## config.mk

```make
export PLATFORM = sky130hd
export DESIGN_NAME = cordic_pipe
export DESIGN_NICKNAME = d
export VERILOG_FILES = /design/src/rtl/cordic_pkg.sv /design/src/rtl/cordic_stage.sv /design/src/rtl/cordic_pipe.sv
export SDC_FILE = /design/constraint.sdc
export NUM_CORES = 2
export LEC_CHECK = 0
export CORE_MARGIN = 4
export CORE_UTILIZATION = 59
export CTS_CLUSTER_DIAMETER = 50
export DETAILED_ROUTE_END_ITERATION = 16
export PLACE_DENSITY = 0.8
export SLEW_MARGIN = 15
export SYNTH_ARGS = -nofsm -noshare
export SYNTH_HDL_FRONTEND = slang
export SYNTH_SLANG_ARGS = --single-unit
```

## constraint.sdc

```tcl
create_clock -name clk -period 3.8 [get_ports clk]
set_input_delay 0.57 -clock clk [delete_from_list [all_inputs] [get_ports clk]]
set_output_delay 0.57 -clock clk [all_outputs]
set_load 0.02 [all_outputs]
```

## src/rtl/cordic_pkg.sv

```systemverilog
// rtl/cordic_pkg.sv - shared CORDIC constants, mode encodings and arctangent table
package cordic_pkg;

  localparam logic [15:0] CORDIC_K_Q15 = 16'd19898;
  localparam logic        CORDIC_ROT   = 1'b0;
  localparam logic        CORDIC_VEC   = 1'b1;

  // round(atan(2^-i) * 2^31 / pi): the angle table at 32-bit angle resolution
  function automatic logic [31:0] atan_q32(input int i);
    case (i)
      0:  return 32'd536870912;
      1:  return 32'd316933406;
      2:  return 32'd167458907;
      3:  return 32'd85004756;
      4:  return 32'd42667331;
      5:  return 32'd21354465;
      6:  return 32'd10679838;
      7:  return 32'd5340245;
      8:  return 32'd2670163;
      9:  return 32'd1335087;
      10: return 32'd667544;
      11: return 32'd333772;
      12: return 32'd166886;
      13: return 32'd83443;
      14: return 32'd41722;
      15: return 32'd20861;
      16: return 32'd10430;
      17: return 32'd5215;
      18: return 32'd2608;
      19: return 32'd1304;
      20: return 32'd652;
      21: return 32'd326;
      22: return 32'd163;
      23: return 32'd81;
      24: return 32'd41;
      25: return 32'd20;
      26: return 32'd10;
      27: return 32'd5;
      28: return 32'd3;
      29: return 32'd1;
      30: return 32'd1;
      default: return 32'd0;
    endcase
  endfunction

  // Rescale the 32-bit table entry to a zw-bit angle with round-half-up.
  function automatic logic [31:0] cordic_atan(input int i, input int zw);
    logic [63:0] t;
    int          sh;
    t  = {32'd0, atan_q32(i)};
    sh = 32 - zw;
    if (sh > 0) t = (t + (64'd1 << (sh - 1))) >> sh;
    return t[31:0];
  endfunction

endpackage

```

## src/rtl/cordic_stage.sv

```systemverilog
// rtl/cordic_stage.sv - one CORDIC micro-rotation register stage
module cordic_stage
  import cordic_pkg::*;
#(
  parameter int             I     = 0,
  parameter int             W     = 18,
  parameter int             ZW    = 16,
  parameter logic [ZW-1:0]  ANGLE = '0
) (
  input  logic                 clk,
  input  logic                 rst,
  input  logic                 en,
  input  logic                 valid_in,
  input  logic                 mode_in,
  input  logic signed [W-1:0]  x_in,
  input  logic signed [W-1:0]  y_in,
  input  logic signed [ZW-1:0] z_in,
  output logic                 valid_out,
  output logic                 mode_out,
  output logic signed [W-1:0]  x_out,
  output logic signed [W-1:0]  y_out,
  output logic signed [ZW-1:0] z_out
);

  logic                up;
  logic signed [W-1:0] xs, ys;

  always_comb begin
    up = (mode_in == CORDIC_ROT) ? (z_in >= 0) : (y_in < 0);
    xs = x_in >>> I;
    ys = y_in >>> I;
  end

  // Bubbles load too, so the data path never depends on valid.
  always_ff @(posedge clk) begin
    if (rst) begin
      valid_out <= 1'b0;
      mode_out  <= 1'b0;
      x_out     <= '0;
      y_out     <= '0;
      z_out     <= '0;
    end else if (en) begin
      valid_out <= valid_in;
      mode_out  <= mode_in;
      x_out     <= up ? x_in - ys : x_in + ys;
      y_out     <= up ? y_in + xs : y_in - xs;
      z_out     <= up ? z_in - ANGLE : z_in + ANGLE;
    end
  end

endmodule

```

## src/rtl/cordic_pipe.sv

```systemverilog
// rtl/cordic_pipe.sv - pipelined rotation/vectoring CORDIC with quadrant pre-rotation
module cordic_pipe
  import cordic_pkg::*;
#(
  parameter int W      = 16,
  parameter int ZW     = 16,
  parameter int STAGES = 14
) (
  input  logic                 clk,
  input  logic                 rst,
  input  logic                 en,
  input  logic                 in_valid,
  input  logic                 mode,
  input  logic signed [W-1:0]  x_in,
  input  logic signed [W-1:0]  y_in,
  input  logic signed [ZW-1:0] z_in,
  output logic                 out_valid,
  output logic                 mode_out,
  output logic signed [W+1:0]  x_out,
  output logic signed [W+1:0]  y_out,
  output logic signed [ZW-1:0] z_out
);

  localparam int XW = W + 2;
  localparam logic signed [ZW-1:0] QP = {2'b01, {(ZW-2){1'b0}}};

  logic signed [XW-1:0] xe, ye, px, py;
  logic signed [ZW-1:0] pz;

  logic                 pv_r, pm_r;
  logic signed [XW-1:0] px_r, py_r;
  logic signed [ZW-1:0] pz_r;

  logic                 v_a [0:STAGES];
  logic                 m_a [0:STAGES];
  logic signed [XW-1:0] x_a [0:STAGES];
  logic signed [XW-1:0] y_a [0:STAGES];
  logic signed [ZW-1:0] z_a [0:STAGES];

  // Quadrant fold so the micro-rotations only need to cover +/- pi/2.
  always_comb begin
    xe = XW'(x_in);
    ye = XW'(y_in);
    px = xe;
    py = ye;
    pz = z_in;
    if (mode == CORDIC_ROT) begin
      if (z_in > QP) begin
        px = -ye; py = xe;  pz = z_in - QP;
      end else if (z_in < -QP) begin
        px = ye;  py = -xe; pz = z_in + QP;
      end
    end else if (mode == CORDIC_VEC && xe < 0) begin
      if (ye >= 0) begin
        px = ye;  py = -xe; pz = z_in + QP;
      end else begin
        px = -ye; py = xe;  pz = z_in - QP;
      end
    end
  end

  always_ff @(posedge clk) begin
    if (rst) begin
      pv_r <= 1'b0;
      pm_r <= 1'b0;
      px_r <= '0;
      py_r <= '0;
      pz_r <= '0;
    end else if (en) begin
      pv_r <= in_valid;
      pm_r <= mode;
      px_r <= px;
      py_r <= py;
      pz_r <= pz;
    end
  end

  assign v_a[0] = pv_r;
  assign m_a[0] = pm_r;
  assign x_a[0] = px_r;
  assign y_a[0] = py_r;
  assign z_a[0] = pz_r;

  for (genvar k = 0; k < STAGES; k++) begin : g_stage
    cordic_stage #(
      .I    (k),
      .W    (XW),
      .ZW   (ZW),
      .ANGLE(ZW'(cordic_atan(k, ZW)))
    ) u_stage (
      .clk      (clk),
      .rst      (rst),
      .en       (en),
      .valid_in (v_a[k]),
      .mode_in  (m_a[k]),
      .x_in     (x_a[k]),
      .y_in     (y_a[k]),
      .z_in     (z_a[k]),
      .valid_out(v_a[k+1]),
      .mode_out (m_a[k+1]),
      .x_out    (x_a[k+1]),
      .y_out    (y_a[k+1]),
      .z_out    (z_a[k+1])
    );
  end

  assign out_valid = v_a[STAGES];
  assign mode_out  = m_a[STAGES];
  assign x_out     = x_a[STAGES];
  assign y_out     = y_a[STAGES];
  assign z_out     = z_a[STAGES];

endmodule

```

# --- Word level (Yosys, flattened, before mapping) ---
# Cells that the tools add are included.
totals:
  register_bits: 810
  in_bits: 53
classes:
  n_addsub: 87
  order_cmp: 32
  n_mux: 71
  reduce_logical: 1
ops:
  columns: ["operator", "count"]
  rows:
  - ["$mux 18", 38]
  - ["$mux 16", 19]
  - ["$lt 18x1->1 const B", 14]
  - ["$ge 16x1->1 const B", 15]
  - ["$add 18x10->18", 2]
  - ["$add 18x11->18", 2]
  - ["$add 18x12->18", 2]
  - ["$add 18x13->18", 2]
  - ["$add 18x14->18", 2]
  - ["$add 18x15->18", 2]
  - ["$add 18x16->18", 2]
  - ["$add 18x17->18", 2]
  - ["$add 18x5->18", 2]
  - ["$add 18x6->18", 2]
  - ["$add 18x7->18", 2]
  - ["$add 18x8->18", 2]
  - ["$add 18x9->18", 2]
  - ["$neg 16->18", 2]
  - ["$sub 18x10->18", 2]
  - ["$sub 18x11->18", 2]
  - ["$sub 18x12->18", 2]
  - ["$sub 18x13->18", 2]
  - ["$sub 18x14->18", 2]
  - ["$sub 18x15->18", 2]
  - ["other kinds (44)", 65]

# --- Longest topological paths before layout ---
logic_depth:
  ltp_word: 4
  ltp_mapped: 17

# --- By module ---
# From an unflattened synthesis, not the netlist that was laid out.
unflattened:
  cells_unflattened: 9068
  area_unflattened_um2: 71222.1
by_module_without_submodules:
  columns: ["module", "instances", "cells_each", "area_per_inst_um2", "seq_area_each_um2"]
  rows:
  - ["cordic_stage (g_stage[3].u_stage)", 1, 635, 5034.8, 1081.0]
  - ["cordic_stage (g_stage[2].u_stage)", 1, 619, 4959.8, 1081.0]
  - ["cordic_stage (g_stage[6].u_stage)", 1, 619, 4890.9, 1081.0]
  - ["cordic_stage (g_stage[11].u_stage)", 1, 620, 4874.7, 1081.0]
  - ["cordic_stage (g_stage[8].u_stage)", 1, 604, 4834.6, 1081.0]
  - ["cordic_stage (g_stage[1].u_stage)", 1, 623, 4825.9, 1081.0]
  - ["cordic_stage (g_stage[10].u_stage)", 1, 616, 4818.4, 1081.0]
  - ["cordic_stage (g_stage[12].u_stage)", 1, 609, 4770.8, 1081.0]
  - ["cordic_stage (g_stage[4].u_stage)", 1, 598, 4723.3, 1081.0]
  - ["cordic_stage (g_stage[7].u_stage)", 1, 591, 4698.3, 1081.0]
  - ["cordic_stage (g_stage[9].u_stage)", 1, 600, 4694.5, 1081.0]
  - ["cordic_stage (g_stage[0].u_stage)", 1, 602, 4598.2, 1061.0]
  - ["cordic_stage (g_stage[13].u_stage)", 1, 562, 4551.9, 1081.0]
  - ["cordic_pipe", 1, 616, 4484.3, 1081.0]
  - ["cordic_stage (g_stage[5].u_stage)", 1, 554, 4461.8, 1081.0]

# --- Least setup slack after synthesis ---
# No wires, ideal clock.
synth_timing:
  path_type: "flip-flop to flip-flop"
  startpoint: "register g_stage[2].u_stage.y_out[17]"
  endpoint: "register g_stage[3].u_stage.x_out[14]"
  arrival_time_ps: 4058
  required_time_ps: 3683
  setup_slack_ps: -376
  stages_incl_launch_ff: 18
  n_path_buf: 3
  period_less_slack_ps: 4176
  path_cell_list: "dfxtp_1 -> clkbuf_1 -> inv_1 -> mux2_2 -> inv_1 -> clkbuf_1 -> clkbuf_1 -> nor2_1 -> xnor2_1 -> ha_1 -> nor2b_1 -> o21ai_0 -> a21boi_1 -> o221a_2 -> o31a_1 -> o21a_1 -> or3_1 -> a32o_1"
synth_between:
  elab_chain_cells: 3
  elab_cells_between_ends: 5
  classes_between: "add/sub (2); order compare (1); mux (2)"
synth_lines:
  columns: ["element", "line", "source"]
  rows:
  - ["from (decl)", "cordic_stage.sv:21", "output logic signed [W-1:0] y_out,"]
  - ["from (signal assigned)", "cordic_stage.sv:46", "y_out <= up ? y_in + xs : y_in - xs;"]
  - ["$lt 18x1->1", "cordic_stage.sv:29", "up = (mode_in == CORDIC_ROT) ? (z_in >= 0) : (y_in < 0);"]
  - ["$mux 1", "cordic_stage.sv:29", null]
  - ["$mux 18 (*)", "cordic_stage.sv:45", "x_out <= up ? x_in - ys : x_in + ys;"]
  - ["to (signal assigned)", "cordic_stage.sv:45", null]
  - ["to (decl)", "cordic_stage.sv:20", "output logic signed [W-1:0] x_out,"]
# Mark *: on every way between the ends. The rest lies on a longest branch, timed or not.
# A chain may end at the register's enable or synchronous reset.

# --- Final worst setup path ---
layout_timing:
  startpoint: "register g_stage[2].u_stage.x_out[5]"
  endpoint: "register g_stage[3].u_stage.y_out[15]"
layout_between:
  elab_chain_cells: 2
  elab_cells_between_ends: 3
  classes_between: "add/sub (2); mux (1)"
layout_lines:
  columns: ["element", "line"]
  rows:
  - ["from (decl)", "cordic_stage.sv:20"]
  - ["from (signal assigned)", "cordic_stage.sv:45"]
  - ["$sub 18x15->18 or $add 18x15->18 (tied branches)", "cordic_stage.sv:46"]
  - ["$mux 18 (*)", "cordic_stage.sv:46"]
  - ["to (signal assigned)", "cordic_stage.sv:46"]
  - ["to (decl)", "cordic_stage.sv:21"]
# Marks and branches as above.

==> flow_summary_export.csv <==
group,metric,value,unit
run_status,status,"complete, no violations",
final_layout,drive_gt1_share,7.033,%
final_layout,mostFrequentLayoutCells,"nor2_1 (994), dfxtp_1 (808), ha_1 (730)",
power_and_ir_drop,clock_power_share,13.9,%
routing,vias,64009,
routing,wl,201000,µm
power_and_ir_drop,power_frac_comb,67.2,%
die,coreArea,112700,µm²
global_routing,grt_max_degree,180,
clocking,cts-root-buf,"clkbuf_16",
power_and_ir_drop,fin_total_pwr,75510,µW
final_layout,area_delta_synth_final,11.64,%
power_and_ir_drop,p_seq_share,18.9,%
setup_path,critical-path-top-delay-family,"compound AO/OA/AOI/OAI gates",
yosys,synth_edf_count,0,
setup_path,cp_slowest_cell,"or3_1",
timing,hold_ws,0.3196,ns
clocking,numCtsBuffers,111,
global_routing,grt_use_total,32.20,%
power_and_ir_drop,p_leak,0.03278,µW
setup_path,cp-end-kind,"flop",
power_and_ir_drop,p_int,39200,µW
final_layout,final_common_cell,"nor2_1",
timing,slew_headroom,24.09,%
routing,via_per_inst,6.222,
timing,clock-skew-final,0.04106,ns
timing,max_freq,275.4,MHz
timing,finalSetupTns,0,ns
die,initial_core_util,59.54,%
die,row_count,123,
job,maxCapViolCount,0,
die,ioPinCount,107,
yosys,async_flop_share,0,%
routing,wl_per_cell,19.54,µm
die,die_w,345.2,µm
setup_path,crit_buf_inv,0,
routing,ant_nets,0,
yosys,syn-cell-area,67070,µm²
yosys,synth.net_count,9401,
routing,dr.first_iter.drc_count,5753,
timing,finalHoldViolCount,0,
setup_path,crit_type,"reg2reg",
power_and_ir_drop,peakVddDrop,529.4,µV
yosys,yosys_warnings,0,
yosys,synth.avg_cell_area,7.821,µm²
setup_path,cp.arrival,4.21,ns
setup_path,crit_path_max_incr_delay,0.41,ns
setup_path,critical_path.max_fanout,6,
setup_path,cp.depth,14,
power_and_ir_drop,switching_power,36310,µW
clocking,cts.path.max_buffers,3,
timing,finalSetupViolCount,0,
yosys,synthDistinctLibCells,97,
routing,firstDrtPassIters,6,
setup_path,required,4.38,ns
die,fp.dieH,345.2,µm
worst_hold_path,hp-class,"in2reg",
global_routing,grt_overflow,0,
routing,drc_errors,0,
setup_path,reg2regPathDepth,14,
yosys,yosysSeqAreaShare,24.15,%
placement,port_buffers,106,
clocking,htree_levels,3,
timing,period_needed,3.631,ns
yosys,synth_ff_type,"dfxtp_1",
power_and_ir_drop,p_sw_share,48.09,%
global_routing,antenna_found_initial,1,
final_layout,n_antenna_cell,0,
timing,drv_slew,0,
global_routing,grt_pass1_vias,60570,
power_and_ir_drop,p_per_area,1008,nW/µm²
yosys,synthCells,8575,
clocking,path_clk_slew,0.06,ns
placement,place_congestion,0.9866,
setup_path,crit_chain,"nor3_1 > nand3_1 > or3_1 > o31ai_1 > xnor2_1 > ha_1 > a21o_1 > a21o_1 > a21o_1 > a21oi_1 > nor2_1 > a41o_1 > xnor2_1 > o21ai_0",
clocking,clock-sinks,809,
clocking,cts_tree,"yes",
final_layout,layout.nets,9522,
setup_path,cp-start-kind,"flop",
die,die_area,119100,µm²
placement,place_hpwl,151700,µm
yosys,ys_ff_latch,809,
timing,tightest_slew,1.139,ns
clocking,clk-insertion-delay-late,0.73,ns
worst_hold_path,hold_depth,2,
setup_path,cpMostUsedCell,"a21o_1",
timing,fin_crit_sh,95.56,%
global_routing,grt_pass1_wl,321900,µm
[per-stage QoR]
step	instances	setup slack [ns]	instance area, µm²	util (%)
floorplan	8575	-0.1002	67070	-
global placement	10074	-0.05168	70830	62.87
detailed placement	10074	0.05339	70830	62.87
CTS	10278	0.01762	74560	66.18
global route	10287	-0.01776	74880	66.47
finish	10287	0.1687	74880	66.47
[layout make-up]
cell class	instances	area [µm²]
Tap cell	1500	1877
Fill cell	9522	37780
Clock inverter	67	693.2
Sequential cell	809	16200
Multi-Input combinational cell	7038	48400
Inverter	367	1396
Timing Repair Buffer	369	3276
Clock buffer	137	3037
[per-layer routing]
layer	wire length, µm	global-route usage [%]	vias to the layer above
li1	-	-	31159
met3	14100	4.674	518
met1	88680	43.06	30127
met2	88740	52.31	2203
met4	9439	12.88	2
met5	9	0	-
[final timing paths]
path / from / endpoint / slack, ns
worst max-delay path: g_stage[2].u_stage.x_out[5] / g_stage[3].u_stage.y_out[15] / 0.17
worst min-delay path: rst / g_stage[1].u_stage.valid_out / 0.32
worst max register to register: g_stage[2].u_stage.x_out[5] / g_stage[3].u_stage.y_out[15] / 0.17
worst min register to register: g_stage[13].u_stage.x_out[11] / g_stage[13].u_stage.x_out[11] / 0.45
[timing repair]
item / 4_1_cts / 5_1_grt
hold endpoints to repair: 0 / 0
hold buffers: 0 / 0
gates resized for setup: 0 / 64
buffers inserted: 0 / 9
endpoints found under the setup margin: 0 / 65
[flip-flops by register name (all words and copies together) (netlist names)]
signal	cells
pm_r	1
g_stage.u_stage.x_out	251
pz_r	16
g_stage.u_stage.valid_out	14
g_stage.u_stage.z_out	224
g_stage.u_stage.y_out	252
pv_r	1
g_stage.u_stage.mode_out	14
px_r	18
py_r	18
[logic make-up after synthesis]
kind of cell	Yosys count	share of synthesized area, %
xor+xnor	688	8.996
flops	809	24.15
buf+inv	728	4.127
mux	336	5.067
fa+ha+maj	773	14.90
compound gates	2555	24.27
simple gates	2686	18.49
[Yosys cell counts (all sizes together) (16+ instances only)]
library cell  instances  area share (%)
nor2                999             5.6
dfxtp               809              24
ha                  730              14
a21oi               729             5.5
nand2               661             3.7
o21ai               607             4.5
xnor2               417             5.5
inv                 363             2.0
mux2i               308             4.6
clkbuf              284             1.6
xor2                271             3.5
nor3                256             1.9
a211oi              243             2.7
a21o                217             2.4
nor2b               160             1.5
o21a                147             1.6
nand3               128            0.96
nand2b               90            0.84
or3                  81            0.77
buf                  77            0.48
o31ai                74            0.83
a31oi                63            0.59
o21bai               57            0.64
nor4                 49            0.51
and3                 43            0.40
fa                   43             1.3
nand4                43            0.40
o22ai                39            0.36
and2                 37            0.35
or2                  35            0.33
or4                  35            0.40
o211ai               33            0.37
a211o                31            0.40
nand3b               30            0.34
o31a                 30            0.39
a21boi               29            0.32
mux2                 28            0.47
a2111oi              24            0.31
a32o                 22            0.33
a221oi               21            0.28
o311ai               21            0.29
o41ai                20            0.28
a311oi               18            0.24
nor3b                18            0.21
o2111ai              16            0.21
[power by group through the flow]
stage	clock network [µW]	registers (µW)	logic, µW
6_report	10500	14300	50800
4_1_cts	10600	14100	49600
3_5_place_dp	0	14300	49100
2_1_floorplan	0	13300	37100
3_3_place_gp	0	14200	48000
5_1_grt	10900	14500	56200
(Power assumes the default switching activity.)
